==> src/rtl/regfile_seq_ctrl_pkg.sv <==
// Shared CPU constants for the register-file read sequencer: state encoding,
// opcode constants, read-mux select encoding and immediate sign extension.
package regfile_seq_ctrl_pkg;

    localparam int CPU_DATA_W   = 16;
    localparam int CPU_NUM_REGS = 16;

    localparam logic [2:0] ST_IDLE   = 3'd0;
    localparam logic [2:0] ST_READ_A = 3'd1;
    localparam logic [2:0] ST_READ_B = 3'd2;
    localparam logic [2:0] ST_EXEC   = 3'd3;
    localparam logic [2:0] ST_WB     = 3'd4;

    typedef enum logic [2:0] {
        S_IDLE   = ST_IDLE,
        S_READ_A = ST_READ_A,
        S_READ_B = ST_READ_B,
        S_EXEC   = ST_EXEC,
        S_WB     = ST_WB
    } seq_state_t;

    // Register-form compare: flags only, never written back.
    // The immediate form is the same code with bit 3 set.
    localparam logic [3:0] CPU_CMP_OP = 4'b0111;

    // Read-mux select 0 means "no register"; n+1 selects rn.
    localparam logic [4:0] REG_SEL_NONE = 5'd0;

    // Sign-extend the 8-bit immediate to the CPU data width.
    function automatic logic [CPU_DATA_W-1:0] sext_imm(input logic [7:0] imm);
        return {{(CPU_DATA_W-8){imm[7]}}, imm};
    endfunction

endpackage

==> src/rtl/regfile_seq_ctrl_if.sv <==
// Decoder/datapath-facing bundle of the register-file sequencer.
// master: decoder + register file + ALU side; slave: the sequencer.
interface regfile_seq_ctrl_if
    import regfile_seq_ctrl_pkg::*;
#(
    parameter int DATA_W   = CPU_DATA_W,
    parameter int NUM_REGS = CPU_NUM_REGS
);
    logic                start;
    logic [3:0]          opcode;
    logic [3:0]          rdest;
    logic [3:0]          rsrc;
    logic [7:0]          imm;
    logic [DATA_W-1:0]   mux_out;
    logic [DATA_W-1:0]   alu_result;
    logic [4:0]          reg_select;
    logic [DATA_W-1:0]   op_a;
    logic [DATA_W-1:0]   op_b;
    logic [3:0]          alu_op;
    logic [NUM_REGS-1:0] wb_en;
    logic [DATA_W-1:0]   wb_data;
    logic                busy;
    logic                done;

    modport master (
        output start, opcode, rdest, rsrc, imm, mux_out, alu_result,
        input  reg_select, op_a, op_b, alu_op, wb_en, wb_data, busy, done
    );

    modport slave (
        input  start, opcode, rdest, rsrc, imm, mux_out, alu_result,
        output reg_select, op_a, op_b, alu_op, wb_en, wb_data, busy, done
    );
endinterface

==> src/rtl/regfile_seq_ctrl_regsel_encode.sv <==
// Register index encoder: 4-bit index + enable to the 5-bit read-mux select
// (0 = none, n+1 = rn) and to a one-hot register write enable.
module regsel_encode
    import regfile_seq_ctrl_pkg::*;
#(
    parameter int NUM_REGS = CPU_NUM_REGS
) (
    input  logic [3:0]          idx_i,
    input  logic                en_i,
    output logic [4:0]          sel_o,
    output logic [NUM_REGS-1:0] onehot_o
);

    // Both encodings collapse to all-zero when disabled.
    always_comb begin
        sel_o    = REG_SEL_NONE;
        onehot_o = '0;
        if (en_i) begin
            sel_o           = {1'b0, idx_i} + 5'd1;
            onehot_o[idx_i] = 1'b1;
        end
    end

endmodule

==> src/rtl/regfile_seq_ctrl.sv <==
// Multi-cycle sequencer for the shared register-file read mux and the ALU.
//
//   state  | meaning
//   -------+-------------------------------------------------------------
//   IDLE   | waiting for start; latches opcode/rdest/rsrc (and imm -> op_b)
//   READ_A | mux selects rdest, op_a loads at cycle end
//   READ_B | mux selects rsrc, op_b loads at cycle end (register form only)
//   EXEC   | mux released, wb_data loads the ALU result at cycle end
//   WB     | done pulse, one-hot write enable unless the op is a compare
//
// All outputs are registered; reg_select and wb_en are encoded from the
// state being entered so they line up exactly with READ_A/READ_B and WB.
module regfile_seq_ctrl
    import regfile_seq_ctrl_pkg::*;
#(
    parameter int         DATA_W   = CPU_DATA_W,
    parameter int         NUM_REGS = CPU_NUM_REGS,
    parameter logic [3:0] CMP_OP   = CPU_CMP_OP
) (
    input  logic clk,
    input  logic reset_n,
    regfile_seq_ctrl_if.slave bus
);

    seq_state_t          state_q;
    logic [3:0]          opcode_q;
    logic [3:0]          rdest_q;
    logic [3:0]          rsrc_q;
    logic [DATA_W-1:0]   op_a_q;
    logic [DATA_W-1:0]   op_b_q;
    logic [DATA_W-1:0]   wb_data_q;
    logic [4:0]          reg_select_q;
    logic [NUM_REGS-1:0] wb_en_q;
    logic                busy_q;
    logic                done_q;

    logic                accept;
    logic [3:0]          rd_idx;
    logic                rd_en;
    logic                wb_wen;
    logic [4:0]          reg_select_d;
    logic [NUM_REGS-1:0] wb_en_d;
    logic [NUM_REGS-1:0] rd_onehot_unused;
    logic [4:0]          wb_sel_unused;
    logic [DATA_W-1:0]   imm_ext;

    assign accept  = (state_q == S_IDLE) && bus.start;
    // On entry to READ_A the index still comes straight off the bus.
    assign rd_idx  = (state_q == S_IDLE) ? bus.rdest : rsrc_q;
    assign rd_en   = accept || ((state_q == S_READ_A) && !opcode_q[3]);
    assign wb_wen  = (state_q == S_EXEC) && (opcode_q[2:0] != CMP_OP[2:0]);
    assign imm_ext = DATA_W'($signed(sext_imm(bus.imm)));

    regsel_encode #(.NUM_REGS(NUM_REGS)) u_read_sel (
        .idx_i    (rd_idx),
        .en_i     (rd_en),
        .sel_o    (reg_select_d),
        .onehot_o (rd_onehot_unused)
    );

    regsel_encode #(.NUM_REGS(NUM_REGS)) u_wb_sel (
        .idx_i    (rdest_q),
        .en_i     (wb_wen),
        .sel_o    (wb_sel_unused),
        .onehot_o (wb_en_d)
    );

    // Sequencer FSM with registered datapath and handshake outputs.
    always_ff @(posedge clk or negedge reset_n) begin
        if (!reset_n) begin
            state_q      <= S_IDLE;
            opcode_q     <= '0;
            rdest_q      <= '0;
            rsrc_q       <= '0;
            op_a_q       <= '0;
            op_b_q       <= '0;
            wb_data_q    <= '0;
            reg_select_q <= REG_SEL_NONE;
            wb_en_q      <= '0;
            busy_q       <= 1'b0;
            done_q       <= 1'b0;
        end else begin
            reg_select_q <= reg_select_d;
            wb_en_q      <= wb_en_d;
            done_q       <= 1'b0;
            case (state_q)
                S_IDLE: begin
                    if (bus.start) begin
                        opcode_q <= bus.opcode;
                        rdest_q  <= bus.rdest;
                        rsrc_q   <= bus.rsrc;
                        if (bus.opcode[3]) begin
                            op_b_q <= imm_ext;
                        end
                        busy_q   <= 1'b1;
                        state_q  <= S_READ_A;
                    end
                end
                S_READ_A: begin
                    op_a_q  <= bus.mux_out;
                    state_q <= opcode_q[3] ? S_EXEC : S_READ_B;
                end
                S_READ_B: begin
                    op_b_q  <= bus.mux_out;
                    state_q <= S_EXEC;
                end
                S_EXEC: begin
                    wb_data_q <= bus.alu_result;
                    done_q    <= 1'b1;
                    state_q   <= S_WB;
                end
                S_WB: begin
                    busy_q  <= 1'b0;
                    state_q <= S_IDLE;
                end
                default: begin
                    busy_q  <= 1'b0;
                    state_q <= S_IDLE;
                end
            endcase
        end
    end

    assign bus.reg_select = reg_select_q;
    assign bus.op_a       = op_a_q;
    assign bus.op_b       = op_b_q;
    assign bus.alu_op     = opcode_q;
    assign bus.wb_en      = wb_en_q;
    assign bus.wb_data    = wb_data_q;
    assign bus.busy       = busy_q;
    assign bus.done       = done_q;

endmodule
==> src/flat_wrapper.sv <==
// flat-port wrapper written by rule: the top's interface ports become plain ports
module regfile_seq_ctrl_flat import regfile_seq_ctrl_pkg::*;
#(
    parameter int         DATA_W   = CPU_DATA_W,
    parameter int         NUM_REGS = CPU_NUM_REGS,
    parameter logic [3:0] CMP_OP   = CPU_CMP_OP
)
  (clk, reset_n, bus_start, bus_opcode, bus_rdest, bus_rsrc, bus_imm, bus_mux_out, bus_alu_result, bus_reg_select, bus_op_a, bus_op_b, bus_alu_op, bus_wb_en, bus_wb_data, bus_busy, bus_done);
  regfile_seq_ctrl_if #(.DATA_W(DATA_W), .NUM_REGS(NUM_REGS)) bus_i ();
  input  logic clk;
  input  logic reset_n;
  input wire logic [$bits(bus_i.start)-1:0] bus_start;
  input wire logic [$bits(bus_i.opcode)-1:0] bus_opcode;
  input wire logic [$bits(bus_i.rdest)-1:0] bus_rdest;
  input wire logic [$bits(bus_i.rsrc)-1:0] bus_rsrc;
  input wire logic [$bits(bus_i.imm)-1:0] bus_imm;
  input wire logic [$bits(bus_i.mux_out)-1:0] bus_mux_out;
  input wire logic [$bits(bus_i.alu_result)-1:0] bus_alu_result;
  output wire logic [$bits(bus_i.reg_select)-1:0] bus_reg_select;
  output wire logic [$bits(bus_i.op_a)-1:0] bus_op_a;
  output wire logic [$bits(bus_i.op_b)-1:0] bus_op_b;
  output wire logic [$bits(bus_i.alu_op)-1:0] bus_alu_op;
  output wire logic [$bits(bus_i.wb_en)-1:0] bus_wb_en;
  output wire logic [$bits(bus_i.wb_data)-1:0] bus_wb_data;
  output wire logic [$bits(bus_i.busy)-1:0] bus_busy;
  output wire logic [$bits(bus_i.done)-1:0] bus_done;
  assign bus_i.start = bus_start;
  assign bus_i.opcode = bus_opcode;
  assign bus_i.rdest = bus_rdest;
  assign bus_i.rsrc = bus_rsrc;
  assign bus_i.imm = bus_imm;
  assign bus_i.mux_out = bus_mux_out;
  assign bus_i.alu_result = bus_alu_result;
  assign bus_reg_select = bus_i.reg_select;
  assign bus_op_a = bus_i.op_a;
  assign bus_op_b = bus_i.op_b;
  assign bus_alu_op = bus_i.alu_op;
  assign bus_wb_en = bus_i.wb_en;
  assign bus_wb_data = bus_i.wb_data;
  assign bus_busy = bus_i.busy;
  assign bus_done = bus_i.done;
  regfile_seq_ctrl #(.DATA_W(DATA_W), .NUM_REGS(NUM_REGS), .CMP_OP(CMP_OP)) u_core (.clk(clk), .reset_n(reset_n), .bus(bus_i));
endmodule
==> config.mk <==
export PLATFORM = sky130hd
export DESIGN_NAME = regfile_seq_ctrl_flat
export DESIGN_NICKNAME = d
export VERILOG_FILES = /design/src/rtl/regfile_seq_ctrl_pkg.sv /design/src/rtl/regfile_seq_ctrl_if.sv /design/src/rtl/regfile_seq_ctrl_regsel_encode.sv /design/src/rtl/regfile_seq_ctrl.sv /design/src/flat_wrapper.sv
export SDC_FILE = /design/constraint.sdc
export NUM_CORES = 1
export LEC_CHECK = 0
export BUFFER_PORTS_ARGS = -buffer_cell sky130_fd_sc_hd__buf_4
export CAP_MARGIN = 20
export CORE_ASPECT_RATIO = 0.7
export CORE_MARGIN = 2
export CORE_UTILIZATION = 40
export CTS_CLUSTER_DIAMETER = 120
export DETAILED_ROUTE_END_ITERATION = 12
export PLACE_DENSITY = 0.81
export SLEW_MARGIN = 10
export SYNTH_ARGS = -nofsm -noshare
export SYNTH_HDL_FRONTEND = slang
export SYNTH_HIERARCHICAL = 1
export SYNTH_SLANG_ARGS = --single-unit
export TNS_END_PERCENT = 50
==> constraint.sdc <==
create_clock -name clk -period 1.91 [get_ports clk]
set_input_delay 0.0955 -clock clk [delete_from_list [all_inputs] [get_ports clk]]
set_output_delay 0.0955 -clock clk [all_outputs]
set_load 0.05 [all_outputs]
==> results by group, run 1 <==
Floorplan
  – Die area: 9350 um2
  – IO Pins: 130
  – Die Ht: slightly above 80 um
  – Starting density of the core: slightly above 40%
  – Std cell rows: 28
  – Core Area: around 8400 um2
  – DIE WIDTH: about 110 um

Synthesis
  – Synthesized cell area: 3430 um2
  – Synthesized instance count: between 200 and 250
  – Number of synthesis warnings: 6
  – Post-synthesis net count: between 200 and 300
  – Synth Area per Inst: roughly 15 um2

Power and ir drop
  – Combinational Power Share: 53.1%
  – Design Power: roughly 10 mW
  – Pwr dens: around 2100 nW/um2
  – Internal: about 5.9 mW
  – Net Sw Power: around 4.6 mW
  – Sequential cell fraction of total power: slightly below 30%
  – Clk pwr share: approximately 18%
  – Net Sw Frac: around 44%
  – Leak: between 2 and 2.5 nW
  – Max VDD drop: ~1.2 mV

Setup path
  – Worst setup path start: u_core/state_q[2]
  – Max incr delay on CP: between 400 and 500 ps
  – Worst-path fanout max: 4
  – Worst reg2reg path startpoint: u_core/state_q[2]
  – CP endpoint: u_core/bus.reg_select[2]
  – R2r setup slk: approximately 200 ps
  – Crit path required time: 2130 ps
  – Reg2reg path depth: 5
  – WP data arrival: slightly below 2000 ps
  – Worst Setup End Kind: register
  – CP max stage cell: mux2_2
  – Reg2reg end: u_core/bus.reg_select[2]
  – Critical path, cell by cell: nor3_2, mux2_2, ha_1, xor2_1, and2_1
  – Setup CP Type: register to register
  – CP Launch Type: register

Clock network
  – Post-CTS setup buffers: 0
  – Clock sink count: between 80 and 90
  – CTS tree: built
  – Clock Tree Buf Depth: 2
  – Clock buffer count from CTS: 9
  – Worst-path clk slew: roughly 60 ps
  – Skew-Pair Late Insertion Delay: between 300 and 400 ps
  – H-Tree Depth: 3
  – Root Driver: clkbuf_16

Routing
  – First-pass detailed-route iteration total: 4
  – Via density: 4.80
  – Post-DR wirelength/cell: 15.0 um
  – Initial drt markers: slightly below 50
  – Via count: approximately 2.4k
  – Final ANT Viol Nets: 0
  – DRC violations left: 0
  – WL final: approximately 7400 um

Timing
  – Final setup vio count: 0
  – Final Cycle Share: about nine tenths
  – F_max: 585 MHz
  – Sum Neg Setup Slack: 0 ps
  – Final-report max-slew violation count: 0
  – Final WS setup: about 200 ps
  – Min Clock Period, post-route: 1710 ps
  – Max_slew headroom: 66.8%
  – RSZ-0062 raised after global routing: false
  – Slew @ Worst Pin: slightly below 500 ps
  – Hold Violations, Final: 0
  – Worst hold slack: between 9 and 10 ps
  – Skew final: about 6.5 ps

Final layout
  – Reg area: between 2000 and 2500 um2
  – Multi-input gate area: between 1000 and 1500 um2
  – Finished Layout Cells: 496
  – Fin nets: 447
  – Share of cells above drive strength 1: 57.8%
  – Design Area, Final: approximately 5000 um2
  – Final Util: a little under 60%
  – Fillers: slightly below 700
  – P&R area growth vs syn: 45.3%
  – Antenna cells: 0

Global route
  – Overall routing resource usage: roughly 16%
  – Total grt overflow: 0
  – Largest net degree at the start of global routing: 50
  – Vias in the first global route: 2457
  – Antenna violations before repair: 0
  – First-pass GRT wire length: around 12000 um

Outcome
  – Status: finished, final reports clean

Place
  – Dpl hpwl: 5680 um
  – Dpl cells: 468
  – Pre-CTS setup slack: 195 ps
  – Placer Congestion: around 0.8
  – Area post-placement: about 4500 um2
  – IO buf count: around 130

Job
  – Max-Cap Viols: 0

Worst hold path
  – Hold Crit Class: input port to register
[metal layers]
layer  wire length, um  GRT usage (%)  vias to the layer above
met2              3530           27.5                       84
met1              3360           21.4                     1169
met5                 0              0                        -
met3               523           4.58                        4
met4                25           3.25                        0
li1                  -              -                     1123
[repair_timing]
item                      in CTS  in global routing
hold endpoints to repair      45                  3
hold buffers                   9                  3
gates resized for setup        0                  0
[sequential cells by signal, indices dropped and copies added, names as in the netlist]
signal and count:
u_core/bus.op_a 16, u_core/bus.op_b 16, u_core/bus.wb_data 16, u_core/bus.wb_en 16
u_core/bus.reg_select 5, u_core/bus.alu_op 4, u_core/rdest_q 4, u_core/rsrc_q 4
u_core/state_q 3, u_core/bus.busy 1, u_core/bus.done 1
[power groups by stage]
stage	clock network (mW)	logic [mW]	registers, mW
detailed placement	0	5.58	3.09
floorplan	0	1.92	5.13
global route	1.99	5.89	3.16
finish	1.85	5.56	3.05
global placement	0	5.46	3.05
CTS	1.90	5.60	3.06
[how the worst min path moves through the flow]
stage	start	endpoint	slack, ps	cells past startpoint
floorplan	reset_n	u_core/bus.alu_op[0]	-200	0
global placement	reset_n	u_core/rsrc_q[2]	90	1
detailed placement	reset_n	u_core/rsrc_q[3]	100	1
CTS	bus_opcode[0]	u_core/bus.alu_op[0]	0.09	2
global route	bus_alu_result[0]	u_core/bus.wb_data[0]	0.7	2
finish	bus_rsrc[3]	u_core/rsrc_q[3]	10	2
[layout make-up]
cell class	instances	area share, %
clock buffer	11	4.87
tap	105	2.64
clock inverter	5	1.66
timing repair buffer	152	23.8
multi-input combinational	132	23.5
sequential	86	43.2
inverter	5	0.377
[critical path, delay by kind of cell (launching register included)]
family | cells | cell delay, ps
DFF | 1 | 380
and+or+nand+nor | 2 | 430
adders and majority gates | 1 | 230
xor gates and xnor gates | 1 | 160
muxes | 1 | 410
[cells in the final DEF (no fill, tap or decap), types with 2 or more instances in the layout]
cell type / n
ha_1: 6
dfrtp_1: 86
clkbuf_16: 9
buf_4: 139
or2_2: 6
inv_1: 5
mux2_1: 7
nor2_1: 19
nand2_1: 10
nor3_2: 2
dlygate4sd3_1: 12
nor3_1: 4
o221a_2: 16
clkinvlp_4: 3
and2_1: 2
bufinv_16: 2
mux2_2: 40
nand2b_4: 2
(Power assumes the default switching activity.)
==> run 2, diff against run 1 <==
--- a/config.mk
+++ b/config.mk
@@ -5,6 +5,7 @@
 export SDC_FILE = /design/constraint.sdc
 export NUM_CORES = 1
 export LEC_CHECK = 0
+export ABC_AREA = 1
 export BUFFER_PORTS_ARGS = -buffer_cell sky130_fd_sc_hd__buf_4
 export CAP_MARGIN = 20
 export CORE_ASPECT_RATIO = 0.7
@@ -13,6 +14,7 @@
 export CTS_CLUSTER_DIAMETER = 120
 export DETAILED_ROUTE_END_ITERATION = 12
 export PLACE_DENSITY = 0.81
+export RECOVER_POWER = 100
 export SLEW_MARGIN = 10
 export SYNTH_ARGS = -nofsm -noshare
 export SYNTH_HDL_FRONTEND = slang
==> results by group, run 2 <==
Floorplan
  – Std cell rows: 28 (unchanged)
  – IO Pins: 130 (unchanged)
  – Die area: 9750 um2 (+4.4%)
  – DIE WIDTH: 117 um (+2.2%)
  – Starting density of the core: 41.8% (+0.82 points)
  – Core Area: 8580 um2 (+2.5%)
  – Die Ht: 83.2 um (+2.1%)

Worst hold path
  – HP Start: bus_mux_out[7]
  – Hold Crit Class: input port to register

Timing
  – Skew final: 6.73 ps (+0.209 ps)
  – Min Clock Period, post-route: 1760 ps (+45.1 ps)
  – Final Cycle Share: 91.9% (+2.4 points)
  – Hold Violations, Final: 0 (unchanged)
  – Slew @ Worst Pin: 1010 ps (+518 ps)
  – RSZ-0062 raised after global routing: true
  – Final WS setup: 154 ps (-45.1 ps)
  – Final setup vio count: 0 (unchanged)
  – Worst hold slack: 41.1 ps (+31.1 ps)
  – Max_slew headroom: 32.5% (-34 points)
  – Final-report max-slew violation count: 0 (unchanged)
  – F_max: 570 MHz (-2.6%)

Synthesis
  – Synth Area per Inst: 8.58 um2 (-41%)
  – Number of synthesis warnings: 6 (unchanged)
  – Post-synthesis net count: 479 (+61%)
  – Synthesized instance count: 418 (+77%)
  – Synthesized cell area: 3590 um2 (+4.6%)

Routing
  – Via count: 3195 (+34%)
  – Met2 WL post-DR: 4420 um (+25%)
  – Highest metal used: met4
  – DRC violations left: 0 (unchanged)
  – WL final: 9280 um (+25%)
  – First-pass detailed-route iteration total: 5 (+1)
  – Met1 wire length: 4230 um (+26%)
  – DR WL met3: 569 um (+8.8%)
  – Final ANT Viol Nets: 0 (unchanged)
  – Post-DR wirelength/cell: 13.2 um (-12%)
  – Initial drt markers: 254 (+420%)
  – Via density: 4.53 (-5.6%)

Global route
  – Vias in the first global route: 3175 (+29%)
  – Antenna violations before repair: 0 (unchanged)
  – Overall routing resource usage: 20.1% (+3.8 points)
  – Total grt overflow: 0 (unchanged)
  – First-pass GRT wire length: 15400 um (+30%)
  – Largest net degree at the start of global routing: 42 (-16%)

Setup path
  – Worst reg2reg path startpoint: u_core/state_q[2]
  – Reg2reg path depth: 8 (+3)
  – Worst-path fanout max: 10 (+6)
  – Setup CP Type: register to register
  – Worst setup path start: u_core/state_q[2]
  – Crit path required time: 2160 ps (+30 ps)
  – R2r setup slk: 150 ps (-50 ps)
  – CP endpoint: u_core/bus.reg_select[2]
  – Worst Setup End Kind: register
  – CP Launch Type: register
  – WP data arrival: 2000 ps (+70 ps)
  – Reg2reg end: u_core/bus.reg_select[2]

Power and ir drop
  – Max VDD drop: 1.08 mV (-6.4%)
  – Leak: 2.65 nW (+12%)
  – Pwr dens: 1950 nW/um2 (-6.9%)

Place
  – Placer Congestion: 0.808 (+1.5%)
  – Dpl hpwl: 6520 um (+15%)
  – Pre-CTS setup slack: 174 ps (-21.3 ps)
  – Dpl cells: 661 (+41%)
  – IO buf count: 129 (unchanged)

Final layout
  – Antenna cells: 0 (unchanged)
  – Multi-input gate area: 1170 um2 (+0.11%)
  – Share of cells above drive strength 1: 15.2% (-43 points)
  – Finished Layout Cells: 705 (+42%)
  – P&R area growth vs syn: 38.9%
  – Most frequent cells in the layout: nand2_1, dfrtp_1, clkbuf_1
  – Commonest non-fill, non-tap cell in the layout: nand2_1
  – Fin nets: 641 (+43%)
  – Reg area: 2150 um2 (unchanged)
  – Fillers: 811 (+17%)

Clock network
  – Root Driver: clkbuf_16
  – Clock buffer count from CTS: 9 (unchanged)
  – Skew-Pair Late Insertion Delay: 330 ps (about the same)
  – Worst-path clk slew: 60 ps (about the same)
  – Clock sink count: 86 (unchanged)
  – CTS tree: built
  – Clock Tree Buf Depth: 2 (unchanged)
  – H-Tree Depth: 3 (unchanged)

Job
  – Max-Cap Viols: 0 (unchanged)

Outcome
  – Status: finished, final reports clean
-- run 2: what timing repair did --
action | 4_1_cts | 5_1_grt
setup buffers | 0 | 0
hold buffers | 28 | 0
endpoints found under the setup margin | 0 | 3
resized for setup | 0 | 3
endpoints found under the hold margin | 66 | 0
-- run 2: power by group --
part	internal [mW]	switching [mW]
combinational	1.02	3.93
sequential	2.56	0.460
clock	1.06	0.706
-- run 2: how the worst min path moves through the flow --
stage	endpoint	slack (ps)	depth (start not counted)
after global routing	u_core/rsrc_q[1]	30	3
final	u_core/bus.op_a[7]	40	3
after global placement	u_core/bus.done	110	1
after detailed placement	u_core/bus.done	110	1
after floorplan	u_core/bus.alu_op[0]	-200	0
after CTS	u_core/rsrc_q[1]	20	3
-- run 2: final cells by class --
type | instances | share of cell area, %
Multi-Input combinational cell | 269 | 23.6
Sequential cell | 86 | 43.2
Tap cell | 120 | 3.01
Clock buffer | 10 | 4.80
Timing Repair Buffer | 163 | 20.2
Clock inverter | 6 | 1.41
Inverter | 51 | 3.84
-- run 2: worst max-delay path, stage by stage, from the launching register on --
cell and delay [ps]:
dfrtp_1 440, inv_2 110, nand2_1 100, nor2_4 200
nand2_1 90, o21ai_0 180, ha_1 280, o21ai_0 120
a21oi_1 150
-- run 2: layer usage --
metal,vias up,global-route usage [%]
met3,4,5.77
met5,-,0
met4,0,4.92
met1,1503,27.0
met2,111,31.9
li1,1577,-
-- run 2: per-stage QoR --
| step | setup TNS (ps) | instance area [um2] | utilization, % | power (mW) |
|---|---|---|---|---|
| 3_3_place_gp | 0 | 4690 | 54.7 | 8.31 |
| 4_1_cts | 0 | 5280 | 61.5 | 10.3 |
| 5_1_grt | -13.8 | 4980 | 58.0 | 10.4 |
| 2_1_floorplan | 0 | 3590 | - | 6.79 |
| 3_5_place_dp | 0 | 4690 | 54.7 | 8.46 |
| 6_report | 0 | 4980 | 58.0 | 9.74 |
==> run 3, diff against run 2 <==
--- a/config.mk
+++ b/config.mk
@@ -8,7 +8,6 @@
 export ABC_AREA = 1
 export BUFFER_PORTS_ARGS = -buffer_cell sky130_fd_sc_hd__buf_4
 export CAP_MARGIN = 20
-export CORE_ASPECT_RATIO = 0.7
 export CORE_MARGIN = 2
 export CORE_UTILIZATION = 40
 export CTS_CLUSTER_DIAMETER = 120
==> results by group, run 3 (same netlist as run 2, synthesis figures left out) <==
Final layout
  – Share of cells above drive strength 1: 14.5% (-0.71 points)
  – Most frequent cells in the layout: nand2_1, dfrtp_1, clkbuf_1
  – P&R area growth vs syn: 34.7%
  – Antenna cells: 0 (unchanged)
  – Finished Layout Cells: 694 (-1.6%)
  – Fin nets: 642 (+0.16%)
  – Final Util: 55.4% (-2.6 points)
  – Commonest non-fill, non-tap cell in the layout: nand2_1

Routing
  – Via density: 4.69 (+3.5%)
  – DRC violations left: 0 (unchanged)
  – Via count: 3255 (+1.9%)
  – First-pass detailed-route iteration total: 7 (+2)
  – WL final: 9300 um (+0.14%)
  – Post-DR wirelength/cell: 13.4 um (+1.7%)
  – Final ANT Viol Nets: 0 (unchanged)
  – Initial drt markers: 136 (-46%)

Global route
  – Overall routing resource usage: 19.7% (-0.34 points)
  – First-pass GRT wire length: 15300 um (-0.45%)
  – Vias in the first global route: 3392 (+6.8%)
  – Total grt overflow: 0 (unchanged)
  – Largest net degree at the start of global routing: 44 (+4.8%)
  – Antenna violations before repair: 0 (unchanged)

Power and ir drop
  – Pwr dens: 1880 nW/um2 (-3.8%)
  – Design Power: 9.08 mW (-6.7%)
  – Clk pwr share: 13.0% (-5.1 points)
  – Combinational Power Share: 53.9% (+3.0 points)
  – Net Sw Power: 5.03 mW (-1.4%)
  – Internal: 4.06 mW (-13%)
  – Sequential cell fraction of total power: 33.1% (+2.1 points)
  – Max VDD drop: 0.845 mV (-22%)
  – Leak: 2.59 nW (-2.6%)
  – Net Sw Frac: 55.3% (+3.0 points)

Timing
  – Final-report max-slew violation count: 0 (unchanged)
  – Sum Neg Setup Slack: 0 ps (unchanged)
  – Slew @ Worst Pin: 1000 ps (-7.57 ps)
  – Min Clock Period, post-route: 1690 ps (-64.9 ps)
  – F_max: 591 MHz (+3.8%)
  – Hold Violations, Final: 0 (unchanged)
  – Max_slew headroom: 33.0% (+0.50 points)
  – Final setup vio count: 0 (unchanged)
  – Skew final: 11.6 ps (+4.89 ps)
  – Final Cycle Share: 88.5% (-3.4 points)
  – RSZ-0062 raised after global routing: false

Clock network
  – H-Tree Depth: 3 (unchanged)
  – Cts repair resizes: 0 (unchanged)
  – Root Driver: clkbuf_8
  – Clock Tree Buf Depth: 2 (unchanged)
  – Clock sink count: 86 (unchanged)
  – Worst-path clk slew: 90 ps (+30 ps)
  – CTS tree: built
  – Skew-Pair Late Insertion Delay: 350 ps (+20 ps)
  – Clock buffer count from CTS: 9 (unchanged)

Floorplan
  – IO Pins: 130 (unchanged)
  – Die area: 9740 um2 (-0.12%)
  – Die Ht: 98.7 um (+19%)
  – Starting density of the core: 41.1% (-0.66 points)
  – Std cell rows: 34 (+21%)
  – Core Area: 8720 um2 (+1.6%)
  – DIE WIDTH: 98.7 um (-16%)

Job
  – Max-Cap Viols: 0 (unchanged)

Setup path
  – Worst Setup End Kind: register
  – Crit path required time: 2200 ps (+40 ps)
  – WP data arrival: 1990 ps (about the same)
  – Worst-path fanout max: 17 (+7)
  – Setup CP Type: register to register
  – CP Launch Type: register

Outcome
  – Status: finished, final reports clean

Place
  – Placer Congestion: 0.781 (-3.4%)
  – Dpl cells: 649 (-1.8%)
  – IO buf count: 129 (unchanged)
  – Dpl hpwl: 6480 um (-0.58%)

Worst hold path
  – Hold Crit Class: input port to register
run 3: cell types whose count changed in the layout (fill, tap and decap cells not counted), sizes merged:
cell / delta
clkinv: -4
dlygate4sd3: +1
bufinv: -1
inv: +3
clkinvlp: +2
run 3: worst max-delay path: stages, from the launching register on:
cell	delay [ps]
dfrtp_1	430
nor2_2	420
nand2_2	330
inv_2	270
nand3_1	110
nand2_1	80
run 3: power groups by stage:
stage / combinational [mW] / sequential [mW] / clock [mW]
2_1_floorplan: 1.74 / 5.05 / 0
3_5_place_dp: 5.40 / 3.05 / 0
5_1_grt: 5.35 / 3.10 / 1.29
6_report: 4.90 / 3.00 / 1.18
4_1_cts: 5.45 / 3.03 / 1.22
3_3_place_gp: 5.26 / 3.02 / 0
run 3: final timing paths:
check                                         start                     end  slack (ps)  cells after the start
max in group asynchronous                   reset_n      u_core/bus.op_a[3]         400                      3
worst min register to register  u_core/bus.op_a[11]     u_core/bus.op_a[11]         490                      2
worst max register to register    u_core/state_q[2]      u_core/bus.op_b[5]         220                      5
min in group asynchronous                   reset_n  u_core/bus.wb_data[12]         440                      2
worst max-delay path              u_core/state_q[2]      u_core/bus.op_b[5]         220                      5
worst min-delay path                 bus_mux_out[5]      u_core/bus.op_a[5]          20                      3
run 3: cell type report:
| cell class | instances | area (um2) |
|---|---|---|
| clock buffer | 10 | 128 |
| clock inverter | 6 | 52.6 |
| fill | 817 | 3890 |
| inverter | 51 | 191 |
| multi-input combinational | 269 | 1160 |
| sequential | 86 | 2150 |
| tap | 108 | 135 |
| timing repair buffer | 164 | 1010 |
run 3: metrics by stage:
step | instance area (um2) | setup WS (ps) | hold WS, ps
after detailed placement | 4680 | 226 | 118
after floorplan | 3590 | 383 | -200
after global routing | 4830 | 20.4 | 19.9
after CTS | 5150 | 202 | 7.58
final | 4830 | 219 | 19.8
after global placement | 4680 | 311 | 108
run 3: metal layers:
layer  wire length, um  part of all wire (%)  vias to the layer above  track usage (%)
li1                  -                     -                     1579                -
met1              3920                    42                     1546             24.3
met2              4700                    51                      113             33.9
met3               504                   5.4                       17             3.55
met4               176                   1.9                        0             9.17
met5                 0                     0                        -                0
run 3: timing repair:
action | CTS | global route
endpoints found under the setup margin | 0 | 0
setup buffers | 0 | 0
endpoints found under the hold margin | 69 | 0
hold buffers | 29 | 0
